--- config.mk ---
export PLATFORM = sky130hd
export DESIGN_NAME = burst_dma_ctrl_flat
export DESIGN_NICKNAME = d
export VERILOG_FILES = /design/src/rtl/burst_dma_pkg.sv /design/src/rtl/burst_dma_if.sv /design/src/rtl/sync_fifo.sv /design/src/rtl/burst_dma_ctrl.sv /design/src/flat_wrapper.sv
export SDC_FILE = /design/constraint.sdc
export NUM_CORES = 1
export LEC_CHECK = 0
export BUFFER_PORTS_ARGS = -buffer_cell sky130_fd_sc_hd__buf_2
export CORE_MARGIN = 4
export CORE_UTILIZATION = 45
export CTS_CLUSTER_DIAMETER = 100
export DETAILED_ROUTE_END_ITERATION = 10
export PLACE_DENSITY = 0.81
export SLEW_MARGIN = 10
export SYNTH_ARGS = -nofsm -noshare
export SYNTH_HDL_FRONTEND = slang
export SYNTH_SLANG_ARGS = --single-unit
--- constraint.sdc ---
create_clock -name clk -period 3.2 [get_ports clk]
set_clock_uncertainty 0.2 [all_clocks]
set_input_delay 0.64 -clock clk [delete_from_list [all_inputs] [get_ports clk]]
set_output_delay 0.64 -clock clk [all_outputs]
set_load 0.05 [all_outputs]
--- src/rtl/burst_dma_pkg.sv ---
// Shared types and defaults for the burst DMA controller and its bus interface.
package burst_dma_pkg;

    localparam int DEF_ADDR_STEP     = 8;
    localparam int DEF_RD_FIFO_DEPTH = 4;
    localparam int ADDR_W            = 64;
    localparam int DATA_W            = 64;
    localparam int LEN_W             = 16;

    typedef enum logic [1:0] {
        ST_IDLE,
        ST_WR,
        ST_RD,
        ST_RD_DRAIN
    } dma_state_e;

    typedef struct packed {
        logic              write;
        logic [ADDR_W-1:0] addr;
        logic [LEN_W-1:0]  len;
    } dma_cmd_t;

endpackage

--- src/rtl/burst_dma_if.sv ---
// Command, write-data, read-data and memory-port signals of the burst DMA.
interface burst_dma_if;
    import burst_dma_pkg::*;

    logic              cmd_valid;
    logic              cmd_ready;
    logic              cmd_write;
    logic [ADDR_W-1:0] cmd_addr;
    logic [LEN_W-1:0]  cmd_len;

    logic              wr_valid;
    logic              wr_ready;
    logic [DATA_W-1:0] wr_data;

    logic              rd_valid;
    logic              rd_ready;
    logic [DATA_W-1:0] rd_data;

    logic              mem_req;
    logic              mem_we;
    logic [ADDR_W-1:0] mem_addr;
    logic [DATA_W-1:0] mem_wdata;
    logic              mem_valid;
    logic [DATA_W-1:0] mem_rdata;

    // The DMA engine side.
    modport slave (
        input  cmd_valid, cmd_write, cmd_addr, cmd_len,
        output cmd_ready,
        input  wr_valid, wr_data,
        output wr_ready,
        output rd_valid, rd_data,
        input  rd_ready,
        output mem_req, mem_we, mem_addr, mem_wdata,
        input  mem_valid, mem_rdata
    );

    // The client plus memory side.
    modport master (
        output cmd_valid, cmd_write, cmd_addr, cmd_len,
        input  cmd_ready,
        output wr_valid, wr_data,
        input  wr_ready,
        input  rd_valid, rd_data,
        output rd_ready,
        input  mem_req, mem_we, mem_addr, mem_wdata,
        output mem_valid, mem_rdata
    );

endinterface

--- src/rtl/sync_fifo.sv ---
// Single-clock FIFO with registered count; DEPTH must be a power of two.
module sync_fifo #(
    parameter  int WIDTH = 64,
    parameter  int DEPTH = 4,
    localparam int AW    = $clog2(DEPTH),
    localparam int CW    = AW + 1
) (
    input  logic             clk,
    input  logic             rst,
    input  logic             push_i,
    input  logic [WIDTH-1:0] din_i,
    input  logic             pop_i,
    output logic [WIDTH-1:0] dout_o,
    output logic [CW-1:0]    count_o,
    output logic             full_o,
    output logic             empty_o
);

    logic [WIDTH-1:0] mem_q [DEPTH];
    logic [AW-1:0]    wptr_q;
    logic [AW-1:0]    rptr_q;
    logic [CW-1:0]    count_q;
    logic             do_push;
    logic             do_pop;

    assign empty_o = (count_q == '0);
    assign full_o  = (count_q == CW'(DEPTH));
    assign do_pop  = pop_i && !empty_o;
    // A full FIFO still takes a push when the same cycle pops.
    assign do_push = push_i && (!full_o || do_pop);
    assign dout_o  = mem_q[rptr_q];
    assign count_o = count_q;

    always_ff @(posedge clk) begin
        if (do_push) mem_q[wptr_q] <= din_i;
    end

    always_ff @(posedge clk) begin
        if (rst) begin
            wptr_q  <= '0;
            rptr_q  <= '0;
            count_q <= '0;
        end else begin
            if (do_push) wptr_q <= wptr_q + AW'(1);
            if (do_pop)  rptr_q <= rptr_q + AW'(1);
            case ({do_push, do_pop})
                2'b10:   count_q <= count_q + CW'(1);
                2'b01:   count_q <= count_q - CW'(1);
                default: ;
            endcase
        end
    end

endmodule

--- src/rtl/burst_dma_ctrl.sv ---
// Burst DMA: streams write bursts to memory at 1 word/cycle and returns read
// bursts through a small FIFO, throttling issue so returning data always fits.
module burst_dma_ctrl
    import burst_dma_pkg::*;
#(
    parameter int ADDR_STEP     = DEF_ADDR_STEP,
    parameter int RD_FIFO_DEPTH = DEF_RD_FIFO_DEPTH
) (
    input  logic        clk,
    input  logic        rst,
    burst_dma_if.slave  bus,
    output logic        busy,
    output logic        done,
    output logic        err
);

    localparam int CW = $clog2(RD_FIFO_DEPTH) + 1;

    dma_state_e        state_q;
    logic [ADDR_W-1:0] cur_addr_q, cur_addr_d;
    logic [LEN_W-1:0]  remaining_q, remaining_d;
    logic              inflight_q;
    logic              done_q;
    logic              err_q;
    logic              fresh_q;

    dma_cmd_t          cmd;
    logic [CW-1:0]     fifo_count;
    logic              fifo_full;
    logic              fifo_empty;
    logic [DATA_W-1:0] fifo_dout;
    logic              issue;
    logic              rd_issue;
    logic              push;
    logic              pop;
    logic              last_beat;

    assign cmd = '{write: bus.cmd_write, addr: bus.cmd_addr, len: bus.cmd_len};

    assign cur_addr_d  = cur_addr_q + ADDR_W'(ADDR_STEP);
    assign remaining_d = remaining_q - LEN_W'(1);

    always_comb begin
        issue    = 1'b0;
        rd_issue = 1'b0;
        case (state_q)
            ST_WR: issue = bus.wr_valid;
            ST_RD: begin
                // A slot is reserved for the word already on its way back.
                rd_issue = (remaining_q != '0) && !fifo_full &&
                           ((fifo_count + CW'(inflight_q)) < CW'(RD_FIFO_DEPTH));
                issue    = rd_issue;
            end
            default: ;
        endcase
    end

    assign push      = bus.mem_valid && inflight_q;
    assign pop       = !fifo_empty && bus.rd_ready;
    assign last_beat = (state_q == ST_RD_DRAIN) && !inflight_q &&
                       (fifo_count == CW'(1)) && pop;

    assign bus.cmd_ready = (state_q == ST_IDLE);
    assign bus.wr_ready  = (state_q == ST_WR);
    assign bus.mem_req   = issue;
    assign bus.mem_we    = (state_q == ST_WR);
    assign bus.mem_addr  = cur_addr_q;
    assign bus.mem_wdata = bus.wr_data;
    assign bus.rd_valid  = !fifo_empty;
    assign bus.rd_data   = fifo_dout;

    assign busy = (state_q != ST_IDLE);
    assign done = done_q || last_beat;
    assign err  = err_q;

    always_ff @(posedge clk) begin
        if (rst) begin
            state_q     <= ST_IDLE;
            cur_addr_q  <= '0;
            remaining_q <= '0;
            inflight_q  <= 1'b0;
            done_q      <= 1'b0;
            err_q       <= 1'b0;
            fresh_q     <= 1'b1;
        end else begin
            fresh_q    <= 1'b0;
            done_q     <= 1'b0;
            inflight_q <= rd_issue;
            // A read cut short by reset may still answer in the first cycle out of it.
            if (bus.mem_valid && !inflight_q && !fresh_q) err_q <= 1'b1;
            if (issue) begin
                cur_addr_q  <= cur_addr_d;
                remaining_q <= remaining_d;
            end
            case (state_q)
                ST_IDLE: begin
                    if (bus.cmd_valid) begin
                        if (cmd.len != '0) begin
                            cur_addr_q  <= cmd.addr;
                            remaining_q <= cmd.len;
                            state_q     <= cmd.write ? ST_WR : ST_RD;
                        end else begin
                            done_q <= 1'b1;
                        end
                    end
                end
                ST_WR: begin
                    if (issue && remaining_q == LEN_W'(1)) begin
                        state_q <= ST_IDLE;
                        done_q  <= 1'b1;
                    end
                end
                ST_RD: begin
                    if (rd_issue && remaining_q == LEN_W'(1)) state_q <= ST_RD_DRAIN;
                end
                ST_RD_DRAIN: begin
                    if (last_beat) state_q <= ST_IDLE;
                end
                default: state_q <= ST_IDLE;
            endcase
        end
    end

    sync_fifo #(
        .WIDTH (DATA_W),
        .DEPTH (RD_FIFO_DEPTH)
    ) u_rd_fifo (
        .clk     (clk),
        .rst     (rst),
        .push_i  (push),
        .din_i   (bus.mem_rdata),
        .pop_i   (pop),
        .dout_o  (fifo_dout),
        .count_o (fifo_count),
        .full_o  (fifo_full),
        .empty_o (fifo_empty)
    );

endmodule

--- src/flat_wrapper.sv ---
// flat-port wrapper written by rule: the top's interface ports become plain ports
module burst_dma_ctrl_flat import burst_dma_pkg::*;
#(
    parameter int ADDR_STEP     = DEF_ADDR_STEP,
    parameter int RD_FIFO_DEPTH = DEF_RD_FIFO_DEPTH
)
  (clk, rst, busy, done, err, bus_cmd_valid, bus_cmd_write, bus_cmd_addr, bus_cmd_len, bus_cmd_ready, bus_wr_valid, bus_wr_data, bus_wr_ready, bus_rd_valid, bus_rd_data, bus_rd_ready, bus_mem_req, bus_mem_we, bus_mem_addr, bus_mem_wdata, bus_mem_valid, bus_mem_rdata);
  burst_dma_if bus_i ();
  input  logic clk;
  input  logic rst;
  output logic busy;
  output logic done;
  output logic err;
  input wire logic [$bits(bus_i.cmd_valid)-1:0] bus_cmd_valid;
  input wire logic [$bits(bus_i.cmd_write)-1:0] bus_cmd_write;
  input wire logic [$bits(bus_i.cmd_addr)-1:0] bus_cmd_addr;
  input wire logic [$bits(bus_i.cmd_len)-1:0] bus_cmd_len;
  output wire logic [$bits(bus_i.cmd_ready)-1:0] bus_cmd_ready;
  input wire logic [$bits(bus_i.wr_valid)-1:0] bus_wr_valid;
  input wire logic [$bits(bus_i.wr_data)-1:0] bus_wr_data;
  output wire logic [$bits(bus_i.wr_ready)-1:0] bus_wr_ready;
  output wire logic [$bits(bus_i.rd_valid)-1:0] bus_rd_valid;
  output wire logic [$bits(bus_i.rd_data)-1:0] bus_rd_data;
  input wire logic [$bits(bus_i.rd_ready)-1:0] bus_rd_ready;
  output wire logic [$bits(bus_i.mem_req)-1:0] bus_mem_req;
  output wire logic [$bits(bus_i.mem_we)-1:0] bus_mem_we;
  output wire logic [$bits(bus_i.mem_addr)-1:0] bus_mem_addr;
  output wire logic [$bits(bus_i.mem_wdata)-1:0] bus_mem_wdata;
  input wire logic [$bits(bus_i.mem_valid)-1:0] bus_mem_valid;
  input wire logic [$bits(bus_i.mem_rdata)-1:0] bus_mem_rdata;
  assign bus_i.cmd_valid = bus_cmd_valid;
  assign bus_i.cmd_write = bus_cmd_write;
  assign bus_i.cmd_addr = bus_cmd_addr;
  assign bus_i.cmd_len = bus_cmd_len;
  assign bus_cmd_ready = bus_i.cmd_ready;
  assign bus_i.wr_valid = bus_wr_valid;
  assign bus_i.wr_data = bus_wr_data;
  assign bus_wr_ready = bus_i.wr_ready;
  assign bus_rd_valid = bus_i.rd_valid;
  assign bus_rd_data = bus_i.rd_data;
  assign bus_i.rd_ready = bus_rd_ready;
  assign bus_mem_req = bus_i.mem_req;
  assign bus_mem_we = bus_i.mem_we;
  assign bus_mem_addr = bus_i.mem_addr;
  assign bus_mem_wdata = bus_i.mem_wdata;
  assign bus_i.mem_valid = bus_mem_valid;
  assign bus_i.mem_rdata = bus_mem_rdata;
  burst_dma_ctrl #(.ADDR_STEP(ADDR_STEP), .RD_FIFO_DEPTH(RD_FIFO_DEPTH)) u_core (.clk(clk), .rst(rst), .bus(bus_i), .busy(busy), .done(done), .err(err));
endmodule
==> results.cfg, run 1 <==
[run_status]
outcome = finished, final reports clean

[clock_tree]
ctsHoldBuffers = 0
clockBufferDepth = 3
numCtsBuffers = 38
cts_root_buffer = clkbuf_16
clk_pin_slew_ps = 60
cts_tree = yes
clk_latency_ps = 520
htree_num_levels = 2
cts.sinks = 351

[floorplan]
core-area_mm2 = 0.0335
num_rows = 67
die_h_um = 192
die_w_um = 192
dieArea_mm2 = 0.0370
boundaryPins = 415
initial_utilization_pct = 45.6

[yosys]
yosysUniqueCellTypes = 55
syn_avg_cell_area_um2 = 14.1
netlist_area_mm2 = 0.0153
synth-seq-area-share_pct = 62.8
syn_nets = 1313
synth-edff-count = 256
yosys_warnings = 0
synth_flop_cell = edfxtp_1
yosysTopAreaCell = edfxtp_1
synth.area.top_cells = edfxtp_1 50%, dfxtp_1 12%, mux4_2 9.4%
synth_top_area_share_pct = 50.3
async_flop_share_pct = 0
ys_ff_latch = 351
synth_cells = 1082

[setup_path]
critPathBufInv = 2
crit_family = simple AND/OR/NAND/NOR gates
crit_chain = or4_4 -> nand2b_4 -> o211a_4 -> o21ai_2 -> inv_1 -> buf_6
crit_required_ps = 2360
cp-end-kind = primary output
crit_fanout = 6
r2r_cells = 7
crit_type = reg -> out
r2r_slack_ps = 270
start_kind = flop
arrival_ps = 2280
slowest_stage = or4_4
worstReg2RegEnd = u_core.bus.mem_addr[30]
cpPeakStageDelay_ps = 560
reg2reg_from = u_core.bus.mem_addr[3]

[drt]
drt_wl_total_um = 39900
antenna_left = 0
viasPerCell = 5.72
dr_total_vias = 10415
drc = 0
drt-wirelength-per-cell_um = 21.9
first_iter_violations = 699
drt_first_pass_iters = 4

[worst_hold_path]
hold-path-endpoint = u_core.u_rd_fifo.mem_q[1][26]
hold_class = in -> reg
hp-start = bus_mem_rdata[26]
hold_depth = 1

[finish]
fin_util_pct = 55.4
drive_above_1_share_pct = 35.9
regArea_mm2 = 0.00960
mostFrequentLayoutCells = 285 x buf_2, 256 x edfxtp_1, 101 x nor2_1
area_growth_pct = 21.6
multi_input_area_mm2 = 0.00492
nets = 1573
layout_commonest_cell = buf_2
nFillCells = 2694

[sta]
period_needed_ps = 3120
relSlewSlack_pct = 38.6
slew_violations = 0
setup_tns_ps = 0
fin_crit_sh_pct = 97.5
hold_viol_final = 0
setup_viol = 0
rsz0062_at_grt = no
worstMarginPinSlew_ps = 915
clock.fmax_mhz = 321

[power]
leakagePower_nw = 6.45
vdd_ir_drop_max_v = 0.000583
powerDensity_mw_per_mm2 = 804

[placement]
hpwlAfterDp_um = 27900
gp_congestion = 0.888
io_buffer_count = 286

[global_routing]
grt_pass1_wl_um = 60800
gr-total-overflow = 0
grt_pass1_vias = 10451
grt_antenna_before_repair = 4
grt_max_degree = 44
track_usage_pct = 21.1

[run]
max_cap_viol_count = 0
[state kept, by name (all words and copies together), names as in the netlist, named ones only]
| name | cells |
|---|---|
| u_core.bus.mem_addr | 64 |
| u_core.done_q | 1 |
| u_core.err | 1 |
| u_core.fresh_q | 1 |
| u_core.inflight_q | 1 |
| u_core.remaining_q | 16 |
| u_core.state_q | 2 |
| u_core.u_rd_fifo.count_o | 3 |
| u_core.u_rd_fifo.mem_q | 256 |
| u_core.u_rd_fifo.rptr_q | 2 |
| u_core.u_rd_fifo.wptr_q | 2 |
[final cells by class]
class	instances	area share [%]
antenna	2	0.0269
clock buffer	42	5.31
clock inverter	28	1.31
inverter	21	0.424
multi-input combinational	584	26.5
sequential	351	51.7
tap	448	3.02
timing repair buffer	346	11.8
[stage by stage]
stage          std cells  setup WS (ps)  power [W]  hold WS [ps]  area, um^2
6_report            1822           80.7     0.0149           131       18600
5_1_grt             1822           1.31     0.0156           104       18600
4_1_cts             1820           6.75     0.0150          97.5       18500
3_5_place_dp        1748            261     0.0107           251       17300
3_3_place_gp        1748            331     0.0106           242       17300
2_1_floorplan       1082            418    0.00948           281       15300
[synthesized netlist by cell type (2+ instances only)]
cell and count:
edfxtp_1 256, nor2_1 102, dfxtp_1 95, a211oi_1 78, buf_4 66, mux4_2 64
xnor2_1 55, nand2_1 48, clkbuf_1 46, a2111oi_0 32, nand3_1 27, inv_1 21
nand4_1 20, a311oi_1 16, ha_1 16, o21ai_0 11, and3_1 10, nor4_1 10
nor3_1 9, or3_1 9, buf_1 8, xor2_1 8, or4_1 7, a21oi_1 6
and2_1 6, o31ai_1 6, nand2b_1 5, and4_1 4, buf_2 4, mux2i_1 4
o2111ai_1 3, a31oi_1 2, buf_6 2, nand3b_1 2, nor3_2 2, o211ai_1 2
or2_2 2
[how the worst max path moves through the flow]
stage	startpoint	to	cells past startpoint
2_1_floorplan	flop	bus_rd_data[10]	3
3_3_place_gp	bus_cmd_len[1]	u_core.bus.mem_addr[61]	7
3_5_place_dp	u_core.u_rd_fifo.count_o[0]	u_core.bus.mem_addr[11]	9
4_1_cts	u_core.u_rd_fifo.count_o[0]	bus_mem_req	8
5_1_grt	u_core.remaining_q[8]	bus_mem_req	6
6_report	u_core.remaining_q[8]	bus_mem_req	6
[routing by layer]
layer	vias to the layer above	share of wire, %	track usage, %
met5	-	0.065	0
met4	4	2.3	5.02
met3	75	9.7	6.44
met2	535	49	35.5
met1	5120	39	26.9
li1	4681	-	-
[worst register-to-register path, stage by stage (launching register included)]
cell       delay, ps
dfxtp_1          430
nand3_1          200
nor4_1           450
buf_4            210
nand2_1          340
a2111oi_0        650
xnor2_1          120
a211oi_1         240
[what timing repair did]
item | CTS | global route
gates resized for setup | 3 | 8
endpoints found under the setup margin | 1 | 6
buffers inserted | 2 | 0
pin swaps | 1 | 0
[where the power goes]
part | switching, W | internal, W | total [W]
sequential | 0.000452 | 0.00524 | 0.00569
clock | 0.00178 | 0.00250 | 0.00428
combinational | 0.00337 | 0.00161 | 0.00498
[cells by family after synthesis]
group                    Yosys count  share of synthesized area, %
AND/OR/NAND/NOR                  270                          8.62
XOR/XNOR                          63                          3.61
flip-flops                       351                          62.8
multiplexers                      68                          9.70
AO/OA/AOI/OAI                    167                          8.64
adder cells (fa/ha/maj)           16                          1.31
buffers and inverters            147                          5.36
Note: power is estimated with default switching activity, not from simulation.
==> run 2, diff against run 1 <==
Settings changed: CORE_ASPECT_RATIO set to 0.8, RECOVER_POWER set to 25.
==> results.cfg, run 2 (synthesis results as in run 1) <==
[power]
leakagePower_nw = 6.21
seqPwrFrac_pct = 38.6
p_comb_share_pct = 33.2
power.share.clock_pct = 28.1
vdd_ir_drop_max_v = 0.000560
internal_power_w = 0.00918
powerDensity_mw_per_mm2 = 804
switching_share_pct = 37.7
power_switching_w = 0.00555

[setup_path]
cpPeakStageDelay_ps = 560
reg2reg_from = u_core.u_rd_fifo.count_o[1]
cp-end-kind = primary output
start_kind = flop
crit_fanout = 6
slowest_stage = or4_4
critPathBufInv = 2
crit_family = simple AND/OR/NAND/NOR gates
crit_type = reg -> out
crit_required_ps = 2360
arrival_ps = 2290
crit_chain = or4_4 -> nand2b_4 -> o211a_4 -> o21ai_4 -> inv_2 -> buf_6
critPathLaunch = u_core.remaining_q[8]

[floorplan]
initial_utilization_pct = 45.5
dieArea_mm2 = 0.0370
boundaryPins = 415
die_w_um = 214
die_h_um = 173
num_rows = 60
core-area_mm2 = 0.0336

[drt]
drt_first_pass_iters = 5
drt-wirelength-per-cell_um = 21.8
dr_total_vias = 10365
viasPerCell = 5.75
drt_wl_total_um = 39300
drc = 0
first_iter_violations = 866
antenna_left = 0

[clock_tree]
clockBufferDepth = 3
clk_latency_ps = 530
numCtsBuffers = 38
cts_tree = yes
ctsHoldBuffers = 0
cts.sinks = 351
cts_root_buffer = clkbuf_16
clk_pin_slew_ps = 60
htree_num_levels = 2

[placement]
io_buffer_count = 286
dpl.cell_count = 1731
hpwlAfterDp_um = 26800
placed_area_mm2 = 0.0172
gp_congestion = 0.924

[sta]
relSlewSlack_pct = 58.1
clock.fmax_mhz = 320
setup_viol = 0
hold_viol_final = 0
rsz0062_at_grt = no
fin_crit_sh_pct = 97.7
setup_tns_ps = 0
slew_violations = 0
period_needed_ps = 3130
worstMarginPinSlew_ps = 613

[global_routing]
grt_pass1_wl_um = 60900
gr-total-overflow = 0
grt_pass1_vias = 10409
grt_antenna_before_repair = 5
track_usage_pct = 20.6
grt_max_degree = 65

[worst_hold_path]
hp-start = bus_mem_rdata[57]
hold_class = in -> reg

[finish]
largest-register = u_core.u_rd_fifo.mem_q
mostFrequentLayoutCells = 256 x edfxtp_1, 228 x buf_2, 102 x nor2_1
nFillCells = 2708
stdcell_area_mm2 = 0.0183
drive_above_1_share_pct = 31.2
area_growth_pct = 19.8
largest_reg_flops = 256
final_cells = 1802
nets = 1569
layout_commonest_cell = edfxtp_1

[run]
max_cap_viol_count = 0

[run_status]
outcome = finished, final reports clean
run 2: cell types whose count changed in the layout (fill, tap and decap cells not counted), sizes merged:
cell / before / now
bufinv: 3 / 1
clkinvlp: 3 / 2
buf: 346 / 286
inv: 25 / 21
clkbuf: 42 / 107
clkinv: 18 / 13
diode: 2 / 3
run 2: final cells by class:
class                      instances  area [um^2]  area share [%]
antenna                            3         7.51          0.0410
clock buffer                      51         1040            5.69
clock inverter                    16          129           0.704
inverter                          21         78.8           0.431
multi-input combinational        584         4920            26.9
sequential                       351         9600            52.4
tap                              434          543            2.97
timing repair buffer             342         1990            10.9
run 2: path summary, 6_finish.rpt:
path	to	slack, ps	cells after the start
worst max register to register	u_core.bus.mem_addr[49]	350	10
worst min-delay path	u_core.u_rd_fifo.mem_q[0][57]	140	1
worst max-delay path	bus_mem_req	70	6
worst min register to register	u_core.bus.mem_addr[2]	250	2
run 2: metrics by stage:
stage	hold WS, ps	power (W)	worst slack (ps)	utilization [%]
floorplan	281	0.00948	418	-
global placement	239	0.0106	258	51.1
detailed placement	250	0.0106	159	51.1
CTS	92.2	0.0148	12.4	54.7
global route	130	0.0154	8.00	54.5
finish	142	0.0147	73.4	54.6
run 2: power groups by stage:
stage / Combinational (W) / Sequential [W] / Clock [W]
floorplan: 0.00317 / 0.00631 / 0
global placement: 0.00482 / 0.00576 / 0
detailed placement: 0.00486 / 0.00578 / 0
CTS: 0.00490 / 0.00568 / 0.00426
global route: 0.00517 / 0.00574 / 0.00444
finish: 0.00489 / 0.00569 / 0.00414
run 2: worst reg2reg max path, delay by kind of cell (launching register included):
family,cells,cell delay (ps)
simple gates,1,180
compound gates,3,970
mux,1,230
fa+ha+maj,1,230
xor+xnor,1,140
flops,1,350
buf+inv,3,480
run 2: what timing repair did:
action                     CTS  global route
resized for setup            7             4
setup buffers                0             1
cloned                       0             0
pin swaps                    0             2
setup endpoints to repair    1             1
run 2: routing by layer:
metal	vias to the layer above	part of all wire [%]	track usage (%)	routed length [um]
met5	-	0.11	0.128	45
met4	8	2.1	5.24	826
met3	70	9.4	6.45	3710
met2	542	47	33.3	18400
met1	5073	41	27.6	16300
li1	4672	-	-	-
==> run 3, diff against run 2 <==
Settings changed: CELL_PAD_IN_SITES_DETAIL_PLACEMENT set to 1, CELL_PAD_IN_SITES_GLOBAL_PLACEMENT set to 2, CORE_UTILIZATION 45 to 32, PLACE_DENSITY 0.81 to 0.85.
==> results.cfg, run 3 (synthesis results as in run 1) <==
[setup_path]
crit_fanout = 5
crit_required_ps = 2360
crit_type = reg -> out
reg2reg_from = u_core.bus.mem_addr[29]
r2r_slack_ps = 280
cp-end-kind = primary output
worstReg2RegEnd = u_core.bus.mem_addr[48]
start_kind = flop
arrival_ps = 2260
r2r_cells = 6

[clock_tree]
cts.sinks = 351
cts_tree = yes
cts_root_buffer = clkbuf_16
htree_num_levels = 2
clockBufferDepth = 3
clk_latency_ps = 550
ctsHoldBuffers = 0
numCtsBuffers = 38
clk_pin_slew_ps = 60

[sta]
period_needed_ps = 3100
slew_violations = 0
worstMarginPinSlew_ps = 731
setup_tns_ps = 0
setup_viol = 0
hold_viol_final = 0
clock.fmax_mhz = 323
fin_crit_sh_pct = 96.8
relSlewSlack_pct = 51.1
rsz0062_at_grt = no

[floorplan]
boundaryPins = 415
core-area_mm2 = 0.0471
dieArea_mm2 = 0.0513
die_h_um = 203
num_rows = 71
initial_utilization_pct = 32.5
die_w_um = 252

[power]
vdd_ir_drop_max_v = 0.000540
powerDensity_mw_per_mm2 = 810
leakagePower_nw = 6.20
power_w = 0.0150

[global_routing]
gr-total-overflow = 0
grt_max_degree = 65
grt_pass1_vias = 11126
track_usage_pct = 16.4
grt_antenna_before_repair = 7
grt_pass1_wl_um = 66400

[worst_hold_path]
hold_depth = 3
hold_class = in -> reg
hold-path-endpoint = u_core.bus.mem_addr[57]
hp-start = bus_cmd_addr[57]

[finish]
area_growth_pct = 21.2
mostFrequentLayoutCells = 256 x edfxtp_1, 232 x buf_2, 102 x nor2_1
largest-register = u_core.u_rd_fifo.mem_q
nets = 1558
layout_commonest_cell = edfxtp_1
drive_above_1_share_pct = 31.3
largest_reg_flops = 256
nFillCells = 5006

[drt]
drc = 0
antenna_left = 0
first_iter_violations = 417
drt_wl_total_um = 42500
dr_total_vias = 10163
drt_first_pass_iters = 4
drt-wirelength-per-cell_um = 21.5
viasPerCell = 5.14

[placement]
hpwlAfterDp_um = 29500
gp_congestion = 0.774
io_buffer_count = 286

[run_status]
outcome = finished, final reports clean

[run]
max_cap_viol_count = 0
run 3: worst max-delay path, cell delays in order, from the launching register on:
cell and delay [ps]:
dfxtp_1 330, or4_4 550, nand2b_4 170, o211a_4 260
o21ai_4 140, inv_1 90, buf_6 160
run 3: metrics by stage:
stage	hold slack [ps]	instances	setup WS, ps	util [%]	cell area (um^2)
detailed placement	260	1905	254	36.7	17300
CTS	54.3	1975	5.21	39.4	18500
global route	104	1976	3.59	39.3	18500
floorplan	281	1082	418	-	15300
global placement	240	1905	380	36.7	17300
finish	113	1976	102	39.3	18500
run 3: how the worst max path moves through the flow:
| stage | cells past startpoint | endpoint | startpoint |
|---|---|---|---|
| after floorplan | 3 | bus_rd_data[10] | flop |
| after global placement | 9 | u_core.bus.mem_addr[17] | u_core.u_rd_fifo.count_o[0] |
| after detailed placement | 7 | u_core.bus.mem_addr[58] | u_core.bus.mem_addr[5] |
| after CTS | 8 | bus_mem_req | u_core.remaining_q[0] |
| after global routing | 6 | bus_mem_req | u_core.remaining_q[11] |
| final | 6 | bus_mem_req | u_core.remaining_q[11] |
run 3: cell type report:
type	instances	area [um^2]	area share (%)
Clock buffer	47	1020	5.51
Multi-Input combinational cell	584	4950	26.7
Inverter	21	78.8	0.426
Antenna cell	1	2.50	0.0135
Timing Repair Buffer	331	1890	10.2
Clock inverter	21	205	1.11
Tap cell	620	776	4.19
Sequential cell	351	9600	51.8
run 3: routing by layer:
| layer | share of wire [%] | GRT usage, % | up-vias |
|---|---|---|---|
| li1 | - | - | 4638 |
| met1 | 43 | 21.0 | 5101 |
| met2 | 48 | 27.4 | 348 |
| met3 | 7.7 | 5.13 | 66 |
| met4 | 1.7 | 4.06 | 10 |
| met5 | 0.16 | 0 | - |
run 3: power breakdown:
| part | leakage, nW | internal [W] | switching (W) | total (W) |
|---|---|---|---|---|
| combinational | 2.51 | 0.00156 | 0.00340 | 0.00496 |
| sequential | 3.09 | 0.00524 | 0.000432 | 0.00567 |
| clock | 0.595 | 0.00253 | 0.00184 | 0.00437 |
| total | 6.20 | 0.00932 | 0.00567 | 0.0150 |
run 3: timing repair:
action                     CTS  global route
resized for setup            8             7
setup buffers                2             0
setup endpoints to repair    1             2
pin swaps                    2             1
hold endpoints to repair     0             0
